File: config.mk
export PLATFORM = sky130hd
export DESIGN_NAME = bolme_denetleyici
export DESIGN_NICKNAME = d
export VERILOG_FILES = /design/src/rtl/bolme_denetleyici_pkg.sv /design/src/rtl/bolme_onbellek.sv /design/src/rtl/bolme_denetleyici.sv
export SDC_FILE = /design/constraint.sdc
export NUM_CORES = 1
export LEC_CHECK = 0
export BUFFER_PORTS_ARGS = -buffer_cell sky130_fd_sc_hd__buf_2
export CAP_MARGIN = 30
export CORE_MARGIN = 4
export CORE_UTILIZATION = 44
export DETAILED_ROUTE_END_ITERATION = 6
export PLACE_DENSITY = 0.8
export SLEW_MARGIN = 20
export SYNTH_ARGS = -nofsm -noshare
export SYNTH_HDL_FRONTEND = slang
export SYNTH_HIERARCHICAL = 1
export SYNTH_SLANG_ARGS = --single-unit
File: constraint.sdc
create_clock -name clk_i -period 1.6 [get_ports clk_i]
set_input_delay 0.16 -clock clk_i [delete_from_list [all_inputs] [get_ports clk_i]]
set_output_delay 0.16 -clock clk_i [all_outputs]
set_load 0.03 [all_outputs]
File: src/rtl/bolme_denetleyici_pkg.sv
// Shared definitions for the divide sequencer: operation codes, FSM states,
// watchdog default and the result-cache entry layout.
package bolme_denetleyici_pkg;

    localparam logic [1:0] BOLME_DIVU = 2'b00;
    localparam logic [1:0] BOLME_REMU = 2'b01;
    localparam logic [1:0] BOLME_DIV  = 2'b10;
    localparam logic [1:0] BOLME_REM  = 2'b11;

    localparam int unsigned BEKLEME_SINIRI_VARSAYILAN = 40;

    typedef enum logic [1:0] {
        BD_BOS     = 2'd0,
        BD_BOLUYOR = 2'd1,
        BD_TAMAM   = 2'd2
    } bd_durum_e;

    typedef struct packed {
        logic        gecerli;
        logic [1:0]  islem;
        logic [31:0] bolunen;
        logic [31:0] bolen;
        logic [31:0] sonuc;
    } onbellek_kaydi_t;

endpackage

File: src/rtl/bolme_onbellek.sv
// Single-entry divide result cache: exact key compare on (islem, bolunen, bolen),
// overwritten on every completed divide, cleared only by reset.
module bolme_onbellek
    import bolme_denetleyici_pkg::*;
(
    input  logic        clk_i,
    input  logic        rst_i,
    input  logic [1:0]  sorgu_islem_i,
    input  logic [31:0] sorgu_bolunen_i,
    input  logic [31:0] sorgu_bolen_i,
    output logic        isabet_o,
    output logic [31:0] sonuc_o,
    input  logic        yaz_i,
    input  logic [1:0]  yaz_islem_i,
    input  logic [31:0] yaz_bolunen_i,
    input  logic [31:0] yaz_bolen_i,
    input  logic [31:0] yaz_sonuc_i
);

    onbellek_kaydi_t kayit_q, kayit_d;

    always_comb begin
        kayit_d = kayit_q;
        if (yaz_i) begin
            kayit_d.gecerli = 1'b1;
            kayit_d.islem   = yaz_islem_i;
            kayit_d.bolunen = yaz_bolunen_i;
            kayit_d.bolen   = yaz_bolen_i;
            kayit_d.sonuc   = yaz_sonuc_i;
        end
    end

    always_ff @(posedge clk_i) begin
        if (rst_i) begin
            kayit_q <= '0;
        end else begin
            kayit_q <= kayit_d;
        end
    end

    assign isabet_o = kayit_q.gecerli
                    && (kayit_q.islem   == sorgu_islem_i)
                    && (kayit_q.bolunen == sorgu_bolunen_i)
                    && (kayit_q.bolen   == sorgu_bolen_i);
    assign sonuc_o  = kayit_q.sonuc;

endmodule

File: src/rtl/bolme_denetleyici.sv
// Execute-stage divide sequencer feeding bolme_birimi; stalls issue until the
// result is retired. Optional result cache enabled by BOLME_ONBELLEK_EN.
module bolme_denetleyici
    import bolme_denetleyici_pkg::*;
#(
    parameter int unsigned BEKLEME_SINIRI = BEKLEME_SINIRI_VARSAYILAN,
    parameter int unsigned SAYAC_W        = 6
) (
    input  logic        clk_i,
    input  logic        rst_i,
    input  logic        gecerli_i,
    input  logic [1:0]  islem_i,
    input  logic [31:0] bolunen_i,
    input  logic [31:0] bolen_i,
    input  logic        bosalt_i,
    input  logic        durdur_i,
    output logic        duraklat_o,
    output logic [31:0] sonuc_o,
    output logic        sonuc_gecerli_o,
    output logic        hata_o,
    output logic        bolme_basla_o,
    output logic [1:0]  bolme_islem_o,
    output logic [31:0] bolme_bolunen_o,
    output logic [31:0] bolme_bolen_o,
    input  logic [31:0] bolme_sonuc_i,
    input  logic        bolme_bitti_i
);

    bd_durum_e           durum_q, durum_d;
    logic [1:0]          islem_q, islem_d;
    logic [31:0]         bolunen_q, bolunen_d;
    logic [31:0]         bolen_q, bolen_d;
    logic [31:0]         sonuc_q, sonuc_d;
    logic [SAYAC_W-1:0]  sayac_q, sayac_d;
    logic                hata_q, hata_d;
    logic                isabet;
    logic [31:0]         onbellek_sonuc;

`ifdef BOLME_ONBELLEK_EN
    logic onbellek_yaz;
    assign onbellek_yaz = (durum_q == BD_BOLUYOR) && bolme_bitti_i && !bosalt_i;

    bolme_onbellek u_onbellek (
        .clk_i           (clk_i),
        .rst_i           (rst_i),
        .sorgu_islem_i   (islem_i),
        .sorgu_bolunen_i (bolunen_i),
        .sorgu_bolen_i   (bolen_i),
        .isabet_o        (isabet),
        .sonuc_o         (onbellek_sonuc),
        .yaz_i           (onbellek_yaz),
        .yaz_islem_i     (islem_q),
        .yaz_bolunen_i   (bolunen_q),
        .yaz_bolen_i     (bolen_q),
        .yaz_sonuc_i     (bolme_sonuc_i)
    );
`else
    assign isabet         = 1'b0;
    assign onbellek_sonuc = '0;
`endif

    always_comb begin
        durum_d         = durum_q;
        islem_d         = islem_q;
        bolunen_d       = bolunen_q;
        bolen_d         = bolen_q;
        sonuc_d         = sonuc_q;
        sayac_d         = sayac_q;
        hata_d          = 1'b0;
        duraklat_o      = 1'b0;
        bolme_basla_o   = 1'b0;
        sonuc_gecerli_o = 1'b0;

        case (durum_q)
            BD_BOS: begin
                duraklat_o = gecerli_i;
                if (gecerli_i && !bosalt_i) begin
                    islem_d   = islem_i;
                    bolunen_d = bolunen_i;
                    bolen_d   = bolen_i;
                    sayac_d   = '0;
                    if (isabet) begin
                        sonuc_d = onbellek_sonuc;
                        durum_d = BD_TAMAM;
                    end else begin
                        durum_d = BD_BOLUYOR;
                    end
                end
            end
            BD_BOLUYOR: begin
                bolme_basla_o = 1'b1;
                duraklat_o    = 1'b1;
                sayac_d       = sayac_q + 1'b1;
                // Completion is checked first so it beats a same-cycle watchdog expiry.
                if (bolme_bitti_i) begin
                    sonuc_d = bolme_sonuc_i;
                    durum_d = BD_TAMAM;
                end else if (sayac_q == SAYAC_W'(BEKLEME_SINIRI - 1)) begin
                    hata_d  = 1'b1;
                    durum_d = BD_BOS;
                end
            end
            BD_TAMAM: begin
                sonuc_gecerli_o = 1'b1;
                duraklat_o      = durdur_i;
                if (!durdur_i) begin
                    durum_d = BD_BOS;
                end
            end
            default: begin
                durum_d = BD_BOS;
            end
        endcase

        if (bosalt_i) begin
            durum_d = BD_BOS;
            sonuc_d = sonuc_q;
            hata_d  = 1'b0;
        end
    end

    always_ff @(posedge clk_i) begin
        if (rst_i) begin
            durum_q   <= BD_BOS;
            islem_q   <= '0;
            bolunen_q <= '0;
            bolen_q   <= '0;
            sonuc_q   <= '0;
            sayac_q   <= '0;
            hata_q    <= 1'b0;
        end else begin
            durum_q   <= durum_d;
            islem_q   <= islem_d;
            bolunen_q <= bolunen_d;
            bolen_q   <= bolen_d;
            sonuc_q   <= sonuc_d;
            sayac_q   <= sayac_d;
            hata_q    <= hata_d;
        end
    end

    assign sonuc_o         = sonuc_q;
    assign hata_o          = hata_q;
    assign bolme_islem_o   = islem_q;
    assign bolme_bolunen_o = bolunen_q;
    assign bolme_bolen_o   = bolen_q;

endmodule

==> impl_metrics.py, run 1 <==
metrics = {
    "outcome": {
        "run_status": "finished, final reports clean",
    },
    "cells_and_area": {
        "mostFrequentLayoutCells": "203 x buf_2, 201 x nand2_1, 107 x dfxtp_1",
        "layout.cells.most_common": "buf_2",
        "regArea_sq_mm": 0.002142,
        "layout-area-overhead-vs-synth_pct": 34.22,
        "fillerInstances": 754,
        "multi_input_comb_area_sq_mm": 0.001534,
        "drive_above_1_share_pct": 35.11,
        "antenna_cells": 0,
        "finish.net_count": 777,
        "final_cell_count_no_fill": 780,
        "post-route-cell-area_sq_mm": 0.005187,
    },
    "synth": {
        "post_synth.cell_area_avg_sq_um": 8.069,
        "ys_top_cells_by_area": "dfxtp_1 55%, nand2_1 20%, a21oi_1 13%",
        "ys_warn_count": 6,
        "seq_area_frac_synth_pct": 55.42,
        "post_synth_num_cell_types": 33,
        "syn-instance-count": 479,
        "synthesis.area_sq_mm": 0.003865,
        "ys_ff_latch": 107,
        "synth_top_cell_by_area": "dfxtp_1",
        "synth_top_area_share_pct": 55.42,
        "post_syn_nets": 584,
    },
    "worst_hold_path": {
        "worst_hold_path_type": "input port to flop",
    },
    "die": {
        "rows": 33,
        "die_height_um": 101.7,
        "total_die_area_sq_mm": 0.01035,
        "design.core.area_sq_mm": 0.008382,
        "die-width_um": 101.7,
        "ioPinCount": 206,
        "start_util_pct": 46.11,
    },
    "detailed_routing": {
        "avgViaCountPerCell": 4.855,
        "first_pass_iters": 4,
        "detail_route.wirelength_mm": 10.48,
        "drt-wirelength-per-cell_um": 13.44,
        "dr_total_vias": 3787,
        "remaining_drc_errors": 0,
        "drt_iter0_drc": 114,
        "antenna_left": 0,
    },
    "timing": {
        "rsz0062_at_grt": "true",
        "skew_ps": 11.69,
        "achievable-frequency_ghz": 0.6593,
        "worst_slack_ps": 83.30,
        "worst_max_slew_pin_slew_ps": 343.4,
        "finalCritPeriodShare_pct": 94.79,
        "hold_viol_final": 0,
        "slew-limit-headroom_pct": 76.80,
        "aggregate_negative_setup_slack_ps": 0,
        "final_max_slew_viol_count": 0,
        "min_period_ps": 1517,
        "setup-violations-final": 0,
    },
    "clock_tree": {
        "cts_root_buf": "clkbuf_8",
        "cts_made_buffers": 9,
        "cts.hold.buffers_added": 0,
        "cts.sink_count": 107,
        "cts.reportedPaths.clkPinSlew_ps": 100,
        "post_cts_setup_bufs": 0,
        "cts-root-to-sink-buffers": 2,
        "cts_tree": "yes",
        "cts-htree-levels": 3,
        "worstSkewPairLatency_ps": 350,
    },
    "pwr": {
        "power_frac_seq_pct": 55.6,
        "internal_power_mw": 3.703,
        "p_comb_share_pct": 13.3,
        "power.switching_fraction_pct": 26.24,
        "clock_power_share_pct": 31.1,
        "net-switching-power_mw": 1.317,
        "leak_nw": 2.373,
        "ir_drop_mv": 0.5299,
        "powerDensity_mw_per_mm2": 967.6,
    },
    "setup_path": {
        "max_stage_delay_ps": 320,
        "cp_top_family": "buffers and inverters",
        "crit_arrival_ps": 1360,
        "crit_path_frequent_cell": "buf_4",
        "crit_path_end_kind": "output pin",
        "critical_path.startpoint_type": "flop",
        "worst-setup-path-type": "flop to output pin",
        "crit_chain": "buf_4 > nand2b_2 > inv_2 > buf_4",
        "crit_path_top_delay_cell": "dfxtp_1",
        "critical_path_buf_inv_count": 3,
        "required_ps": 1440,
        "peak_fanout_along_the_critical_path": 7,
    },
    "place": {
        "port_buffers": 205,
        "place_congestion": 0.8108,
        "instance_area_after_placement_sq_mm": 0.004994,
        "detailedPlace.worstSlack_ps": 7.162,
        "place.detailed.instances": 766,
        "dp.final_hpwl_mm": 7.789,
    },
    "global_routing": {
        "grt_first_pass_wirelength_mm": 16.20,
        "grt_antenna_before_repair": 0,
        "grt_overflow": 0,
        "grt_pass1_vias": 3659,
        "grt.total_usage_pct": 19.36,
        "largest_net_degree_at_the_start_of_global_routing": 67,
    },
    "run": {
        "maxCapViolations": 0,
    },
}
stage by stage:
step | utilization, % | hold slack [ps] | total power, mW
2_1_floorplan | - | 296.0 | 3.250
3_3_place_gp | 59.58 | 400.2 | 3.501
3_5_place_dp | 59.58 | 404.1 | 3.520
4_1_cts | 61.77 | 7.547 | 5.093
5_1_grt | 61.89 | 21.71 | 5.254
6_report | 61.89 | 30.86 | 5.020
state kept, by name, indices dropped and copies added (netlist names):
| signal | count |
|---|---|
| bolme_bolen_o | 32 |
| bolme_bolunen_o | 32 |
| bolme_islem_o | 2 |
| durum_q | 2 |
| hata_o | 1 |
| sayac_q | 6 |
| sonuc_o | 32 |
layout make-up:
type                            instances  share of cell area (%)
Sequential cell                       107                   41.29
Multi-Input combinational cell        335                   29.57
Timing Repair Buffer                  218                   23.03
Tap cell                              105                   2.533
Clock buffer                           10                   2.460
Clock inverter                          4                   1.037
Inverter                                1                 0.07236
Yosys cell counts, drive strengths merged:
master / count
nand4: 1
o311ai: 1
clkbuf: 18
nor2b: 1
or4: 1
o21a: 1
buf: 18
a21boi: 1
nor4b: 1
dfxtp: 107
nand3b: 1
nand4bb: 1
nor2: 4
a31oi: 1
inv: 1
a21oi: 102
nor4bb: 2
nand2: 201
or4b: 1
ha: 1
o21ai: 1
o31ai: 1
nand4b: 1
or3: 1
nor3b: 1
and4: 1
mux2: 1
a211oi: 1
nand2b: 1
nand3: 4
a211o: 1
final timing paths:
path,cells after the start,slack [ps],endpoint,from
setup / recovery,4,80,bolme_basla_o,durum_q[1]
hold / removal,3,30,bolme_bolen_o[29],bolen_i[29]
setup reg to reg,5,90,bolme_bolen_o[27],durum_q[1]
hold reg to reg,2,450,bolme_bolunen_o[14],bolme_bolunen_o[14]
timing repair:
item                       CTS  global route
gates resized for setup      2             3
pin swaps                    0             0
setup endpoints to repair    1            40
cloned                       0             0
worst min-delay path: stages:
cell and delay, ps:
buf_2 90, nand2_1 40, a21oi_1 50
cell families after synthesis:
group,after synthesis,share of synthesized area [%]
AO/OA/AOI/OAI,110,14.73
adder cells (fa/ha/maj),1,0.3237
buffers and inverters,37,5.665
flip-flops,107,55.42
multiplexers,1,0.2913
AND/OR/NAND/NOR,223,23.57
layer usage:
metal	global-route usage, %	vias to the layer above	part of all wire [%]
li1	-	1941	-
met1	22.04	1694	40
met2	35.01	137	50
met3	4.339	15	8.2
met4	7.566	0	1.9
met5	0	-	0
power by group through the flow:
stage	Combinational, mW	Sequential (mW)	Clock (mW)
after floorplan	0.229	3.02	0
after global placement	0.652	2.85	0
after detailed placement	0.667	2.85	0
after CTS	0.669	2.79	1.63
after global routing	0.726	2.80	1.72
final	0.667	2.79	1.56
No activity file was read; power rests on OpenSTA's default activity.
==> run 2, diff against run 1 <==
- RECOVER_POWER: not set -> 100
- SLEW_MARGIN: 20 -> not set
==> run 2 against run 1 <==
  * Clock skew is essentially flat
  * Largest cell class unchanged
  * Sequential share of layout area grew 1.0 points
  * Global-route usage is the same
  * Sequential power is essentially flat
==> impl_metrics.py, run 2 (same netlist as run 1, synthesis figures left out) <==
metrics = {
    "outcome": {
        "run_status": "finished, final reports clean",
    },
    "cells_and_area": {
        "drive_above_1_share_pct": 20.44,
        "layout-area-overhead-vs-synth_pct": 31.01,
        "mostFrequentLayoutCells": "201 x nand2_1, 107 x dfxtp_1, 104 x buf_2",
        "antenna_cells": 0,
        "layout.cells.most_common": "nand2_1",
        "final_cell_count_no_fill": 780,
        "post-route-cell-area_sq_mm": 0.005064,
        "finish.net_count": 777,
    },
    "place": {
        "place_congestion": 0.8108,
        "place.detailed.instances": 766,
        "instance_area_after_placement_sq_mm": 0.004994,
        "port_buffers": 205,
        "dp.final_hpwl_mm": 7.789,
    },
    "setup_path": {
        "peak_fanout_along_the_critical_path": 7,
        "required_ps": 1440,
        "worst-setup-path-type": "flop to output pin",
        "crit_arrival_ps": 1360,
        "crit_path_end_kind": "output pin",
        "critical_path.startpoint_type": "flop",
    },
    "timing": {
        "aggregate_negative_setup_slack_ps": 0,
        "skew_ps": 11.98,
        "hold_viol_final": 0,
        "min_period_ps": 1517,
        "finalCritPeriodShare_pct": 94.83,
        "finalHoldWorstSlack_ps": 30.17,
        "achievable-frequency_ghz": 0.6590,
        "setup-violations-final": 0,
        "slew-limit-headroom_pct": 72.55,
        "worst_max_slew_pin_slew_ps": 413.5,
        "rsz0062_at_grt": "true",
        "final_max_slew_viol_count": 0,
    },
    "global_routing": {
        "grt_overflow": 0,
        "grt_antenna_before_repair": 0,
        "grt.total_usage_pct": 19.36,
        "grt_first_pass_wirelength_mm": 16.20,
        "grt_pass1_vias": 3659,
        "largest_net_degree_at_the_start_of_global_routing": 67,
    },
    "clock_tree": {
        "cts-htree-levels": 3,
        "cts.hold.buffers_added": 0,
        "worstSkewPairLatency_ps": 350,
        "cts_made_buffers": 9,
        "cts-root-to-sink-buffers": 2,
        "cts_root_buf": "clkbuf_8",
        "cts.sink_count": 107,
        "post_cts_setup_bufs": 0,
        "cts_tree": "yes",
        "cts.reportedPaths.clkPinSlew_ps": 100,
    },
    "pwr": {
        "clock_power_share_pct": 31.3,
        "internal_power_mw": 3.679,
        "power.switching_fraction_pct": 26.43,
        "power_frac_seq_pct": 55.9,
        "net-switching-power_mw": 1.322,
        "powerDensity_mw_per_mm2": 987.6,
        "p_comb_share_pct": 12.9,
        "leak_nw": 1.955,
        "ir_drop_mv": 0.5324,
        "finalPower_mw": 5.001,
    },
    "worst_hold_path": {
        "worst_hold_path_type": "input port to flop",
    },
    "detailed_routing": {
        "drt_iter0_drc": 142,
        "first_pass_iters": 4,
        "drt-wirelength-per-cell_um": 13.45,
        "detail_route.wirelength_mm": 10.49,
        "antenna_left": 0,
        "remaining_drc_errors": 0,
        "avgViaCountPerCell": 4.842,
        "dr_total_vias": 3777,
    },
    "die": {
        "die_height_um": 101.7,
        "ioPinCount": 206,
        "total_die_area_sq_mm": 0.01035,
        "start_util_pct": 46.11,
        "rows": 33,
        "die-width_um": 101.7,
        "design.core.area_sq_mm": 0.008382,
    },
    "run": {
        "maxCapViolations": 0,
    },
}
-- run 2: cell count changes in the layout (fill, tap and decap cells not counted) --
cell      previous run  this run
buf_2              203       104
clkbuf_1             1       100
-- run 2: cell type report --
cell class / count / area, sq um
sequential: 107 / 2142
clock inverter: 4 / 53.80
fill: 796 / 3318
tap: 105 / 131.4
clock buffer: 10 / 127.6
timing repair buffer: 218 / 1071
inverter: 1 / 3.754
multi-input combinational: 335 / 1534
-- run 2: layer usage --
| layer | part of all wire [%] | track usage [%] |
|---|---|---|
| met4 | 1.3 | 7.566 |
| met5 | 0 | 0 |
| met3 | 7.8 | 4.339 |
| met1 | 39 | 22.04 |
| met2 | 51 | 35.01 |
-- run 2: power groups by stage --
stage	Clock [mW]	Combinational, mW	Sequential (mW)
after floorplan	0	0.229	3.02
after global placement	0	0.652	2.85
after detailed placement	0	0.667	2.85
after CTS	1.63	0.669	2.79
after global routing	1.72	0.703	2.81
final	1.56	0.643	2.79
-- run 2: critical path: stages (launching register included) --
cell and delay [ps]:
dfxtp_1 320, buf_4 160, nand2b_2 220, inv_2 120, buf_4 180
-- run 2: stage by stage --
stage	setup WS (ps)	utilization, %
2_1_floorplan	179.1	-
3_3_place_gp	31.51	59.58
3_5_place_dp	7.162	59.58
4_1_cts	1.310	61.77
5_1_grt	-29.34	60.41
6_report	82.66	60.41
-- run 2: final timing paths --
check | end | cells past startpoint | start | slack (ps)
setup / recovery | bolme_basla_o | 4 | durum_q[1] | 80
hold / removal | bolme_bolen_o[29] | 3 | bolen_i[29] | 30
setup reg to reg | bolme_bolen_o[27] | 5 | durum_q[1] | 90
hold reg to reg | sonuc_o[25] | 2 | sonuc_o[25] | 460
-- run 2: timing repair --
| item | 4_1_cts | 5_1_grt |
|---|---|---|
| endpoints found under the setup margin | 1 | 40 |
| gates cloned | 0 | 0 |
| resized for setup | 2 | 3 |
==> run 3, diff against run 2 <==
- ABC_AREA: not set -> 1
==> run 3 against run 2 <==
  * Register-to-register slack better by 100 ps
  * Die area about the same
  * Non-clock buffer count fell by 3
  * Worst hold slack improved by 16 ps
  * Core utilization down 0.31 points
  * Clock power rose by 9.6%
  * Flip-flop and latch count stayed put
  * Sequential power grew 3%
  * Synthesized cell count up 4.2%
  * Critical path depth stayed put
  * Sequential share of layout area up 0.27 points
  * Critical endpoint unchanged
==> impl_metrics.py, run 3 <==
metrics = {
    "synth": {
        "post_synth.cell_area_avg_sq_um": 7.750,
        "ys_warn_count": 6,
        "post_syn_nets": 604,
        "ys.flop_type": "dfxtp_1",
        "synth_top_area_share_pct": 55.39,
        "syn-instance-count": 499,
        "synthesis.area_sq_mm": 0.003867,
        "fraction_of_synthesis_flops_using_an_asynchronous_set_or_reset_pin_pct": 0,
        "seq_area_frac_synth_pct": 55.39,
        "synth_top_cell_by_area": "dfxtp_1",
        "ys_ff_latch": 107,
        "synth_common_cells": "206 x nor2_1, 107 x dfxtp_1, 100 x o21ai_0",
        "post_synth_num_cell_types": 20,
        "synth-edff-count": 0,
        "ys_top_cells_by_area": "dfxtp_1 55%, nor2_1 20%, o21ai_0 13%",
        "yosys.cell_count.top_type": "nor2_1",
    },
    "setup_path": {
        "reg2reg_depth": 6,
        "max_stage_delay_ps": 390,
        "crit_arrival_ps": 1320,
        "required_ps": 1440,
        "peak_fanout_along_the_critical_path": 9,
        "critical_path_buf_inv_count": 3,
        "critical_path.startpoint_type": "flop",
        "worstReg2RegStart": "durum_q[1]",
        "cp_top_family": "buffers and inverters",
        "crit_chain": "inv_1 > nor2_4 > buf_4 > clkbuf_2",
        "crit_path_end_kind": "output pin",
        "rrSetupSlack_ps": 190,
        "worst-setup-path-type": "flop to output pin",
        "worstReg2RegEnd": "bolme_bolunen_o[15]",
        "crit_path_top_delay_cell": "dfxtp_2",
    },
    "pwr": {
        "net-switching-power_mw": 1.542,
        "power.switching_fraction_pct": 28.69,
        "p_comb_share_pct": 15.0,
        "power_frac_seq_pct": 53.2,
        "internal_power_mw": 3.832,
        "leak_nw": 2.117,
        "clock_power_share_pct": 31.8,
        "ir_drop_mv": 0.6645,
        "powerDensity_mw_per_mm2": 1067,
    },
    "worst_hold_path": {
        "worst_hold_path.num_cells": 3,
        "hold_path_end": "bolme_bolunen_o[2]",
        "hold_path_startpoint": "bolunen_i[2]",
        "worst_hold_path_type": "input port to flop",
    },
    "global_routing": {
        "grt.total_usage_pct": 19.72,
        "grt_overflow": 0,
        "grt_pass1_vias": 3643,
        "largest_net_degree_at_the_start_of_global_routing": 62,
        "grt_first_pass_wirelength_mm": 16.41,
        "grt_antenna_before_repair": 0,
    },
    "timing": {
        "skew_ps": 9.011,
        "rsz0062_at_grt": "false",
        "achievable-frequency_ghz": 0.6770,
        "min_period_ps": 1477,
        "finalCritPeriodShare_pct": 92.31,
        "setup-violations-final": 0,
        "slew-limit-headroom_pct": 66.07,
        "aggregate_negative_setup_slack_ps": 0,
        "hold_viol_final": 0,
        "final_max_slew_viol_count": 0,
        "worst_max_slew_pin_slew_ps": 509.0,
    },
    "clock_tree": {
        "cts.sink_count": 107,
        "cts.reportedPaths.clkPinSlew_ps": 100,
        "cts-htree-levels": 3,
        "cts_tree": "yes",
        "worstSkewPairLatency_ps": 350,
        "cts_root_buf": "clkbuf_8",
        "cts_made_buffers": 9,
        "cts-root-to-sink-buffers": 2,
        "post_cts_setup_bufs": 0,
    },
    "cells_and_area": {
        "finish.net_count": 799,
        "fillerInstances": 816,
        "antenna_cells": 0,
        "post-route-cell-area_sq_mm": 0.005037,
        "layout-area-overhead-vs-synth_pct": 30.25,
        "mostFrequentLayoutCells": "205 x nor2_1, 105 x dfxtp_1, 102 x buf_2",
        "regArea_sq_mm": 0.002145,
        "layout.cells.most_common": "nor2_1",
        "drive_above_1_share_pct": 19.74,
        "multi_input_comb_area_sq_mm": 0.001485,
    },
    "die": {
        "start_util_pct": 46.14,
        "die_height_um": 101.8,
        "design.core.area_sq_mm": 0.008382,
        "rows": 33,
        "die-width_um": 101.8,
        "total_die_area_sq_mm": 0.01035,
        "ioPinCount": 206,
    },
    "detailed_routing": {
        "avgViaCountPerCell": 4.797,
        "drt-wirelength-per-cell_um": 13.02,
        "remaining_drc_errors": 0,
        "dr_total_vias": 3857,
        "drt_iter0_drc": 103,
        "antenna_left": 0,
        "detail_route.wirelength_mm": 10.47,
        "first_pass_iters": 5,
    },
    "place": {
        "port_buffers": 205,
        "instance_area_after_placement_sq_mm": 0.004949,
        "dp.final_hpwl_mm": 7.571,
        "place_congestion": 0.7797,
    },
    "outcome": {
        "run_status": "finished, final reports clean",
    },
    "run": {
        "maxCapViolations": 0,
    },
}
[run 3: changes by cell type in the layout (fill, tap and decap cells not counted), sizes merged, moves of 5 or more]
cell,before,now
buf,119,110
nand2,201,21
a21oi,102,8
o21ai,1,100
inv,1,14
nor2,4,208
clkbuf,109,114
[run 3: worst min-delay path, stage by stage]
cell and delay, ps:
buf_2 70, o21ai_0 70, nor2_1 70
[run 3: cell families (layout without fill, tap and decap cells)]
family	Yosys count	after routing	share of synthesized area (%)
buffers and inverters	44	244	5.953
and+or+nand+nor	238	238	24.17
AOI/OAI and AO/OA	109	109	14.17
adders and majority gates	1	1	0.3235
DFF	107	107	55.39
[run 3: final cells by class]
cell class | count | share of cell area, %
Tap cell | 105 | 2.608
Clock buffer | 10 | 2.732
Clock inverter | 6 | 1.465
Sequential cell | 107 | 42.57
Timing Repair Buffer | 215 | 20.17
Multi-Input combinational cell | 348 | 29.48
Inverter | 13 | 0.9687
[run 3: power groups by stage]
stage          sequential [mW]  combinational, mW  clock, mW
3_3_place_gp              2.91              0.834          0
5_1_grt                   2.87              0.895       1.86
2_1_floorplan             3.16              0.289          0
3_5_place_dp              2.91              0.849          0
4_1_cts                   2.85              0.854       1.77
6_report                  2.86              0.807       1.71
[run 3: worst max-delay path by stage]
stage                               end  slack [ps]  cells past startpoint       start
global route        bolme_bolunen_o[28]          30                      6  durum_q[1]
detailed placement          sonuc_o[24]         350                      6  durum_q[0]
global placement    bolme_bolunen_o[19]         400                      5  durum_q[1]
finish                    bolme_basla_o         120                      4  durum_q[0]
floorplan                    duraklat_o         100                      4  durum_q[1]
CTS                          duraklat_o           6                      5  durum_q[1]
[run 3: per-layer routing]
metal	share of wire (%)	global-route usage, %
met1	38	21.63
met2	52	35.92
met3	8.7	6.956
met4	1.5	5.419
met5	0	0
[run 3: what timing repair did]
action                                  in CTS  in global routing
hold endpoints to repair                     1                  0
endpoints found under the setup margin       1                  2
resized for setup                            2                  3
hold buffers                                 1                  0
[run 3: metrics by stage]
| step | cells | worst slack (ps) | utilization (%) | hold slack [ps] | total power, mW |
|---|---|---|---|---|---|
| floorplan | 499 | 104.9 | - | 229.1 | 3.451 |
| global placement | 787 | 403.0 | 59.04 | 370.4 | 3.743 |
| detailed placement | 787 | 350.2 | 59.04 | 373.7 | 3.764 |
| CTS | 804 | 5.593 | 61.74 | 24.02 | 5.478 |
| global route | 804 | 33.93 | 60.10 | 24.98 | 5.629 |
| finish | 804 | 123.0 | 60.10 | 45.80 | 5.373 |
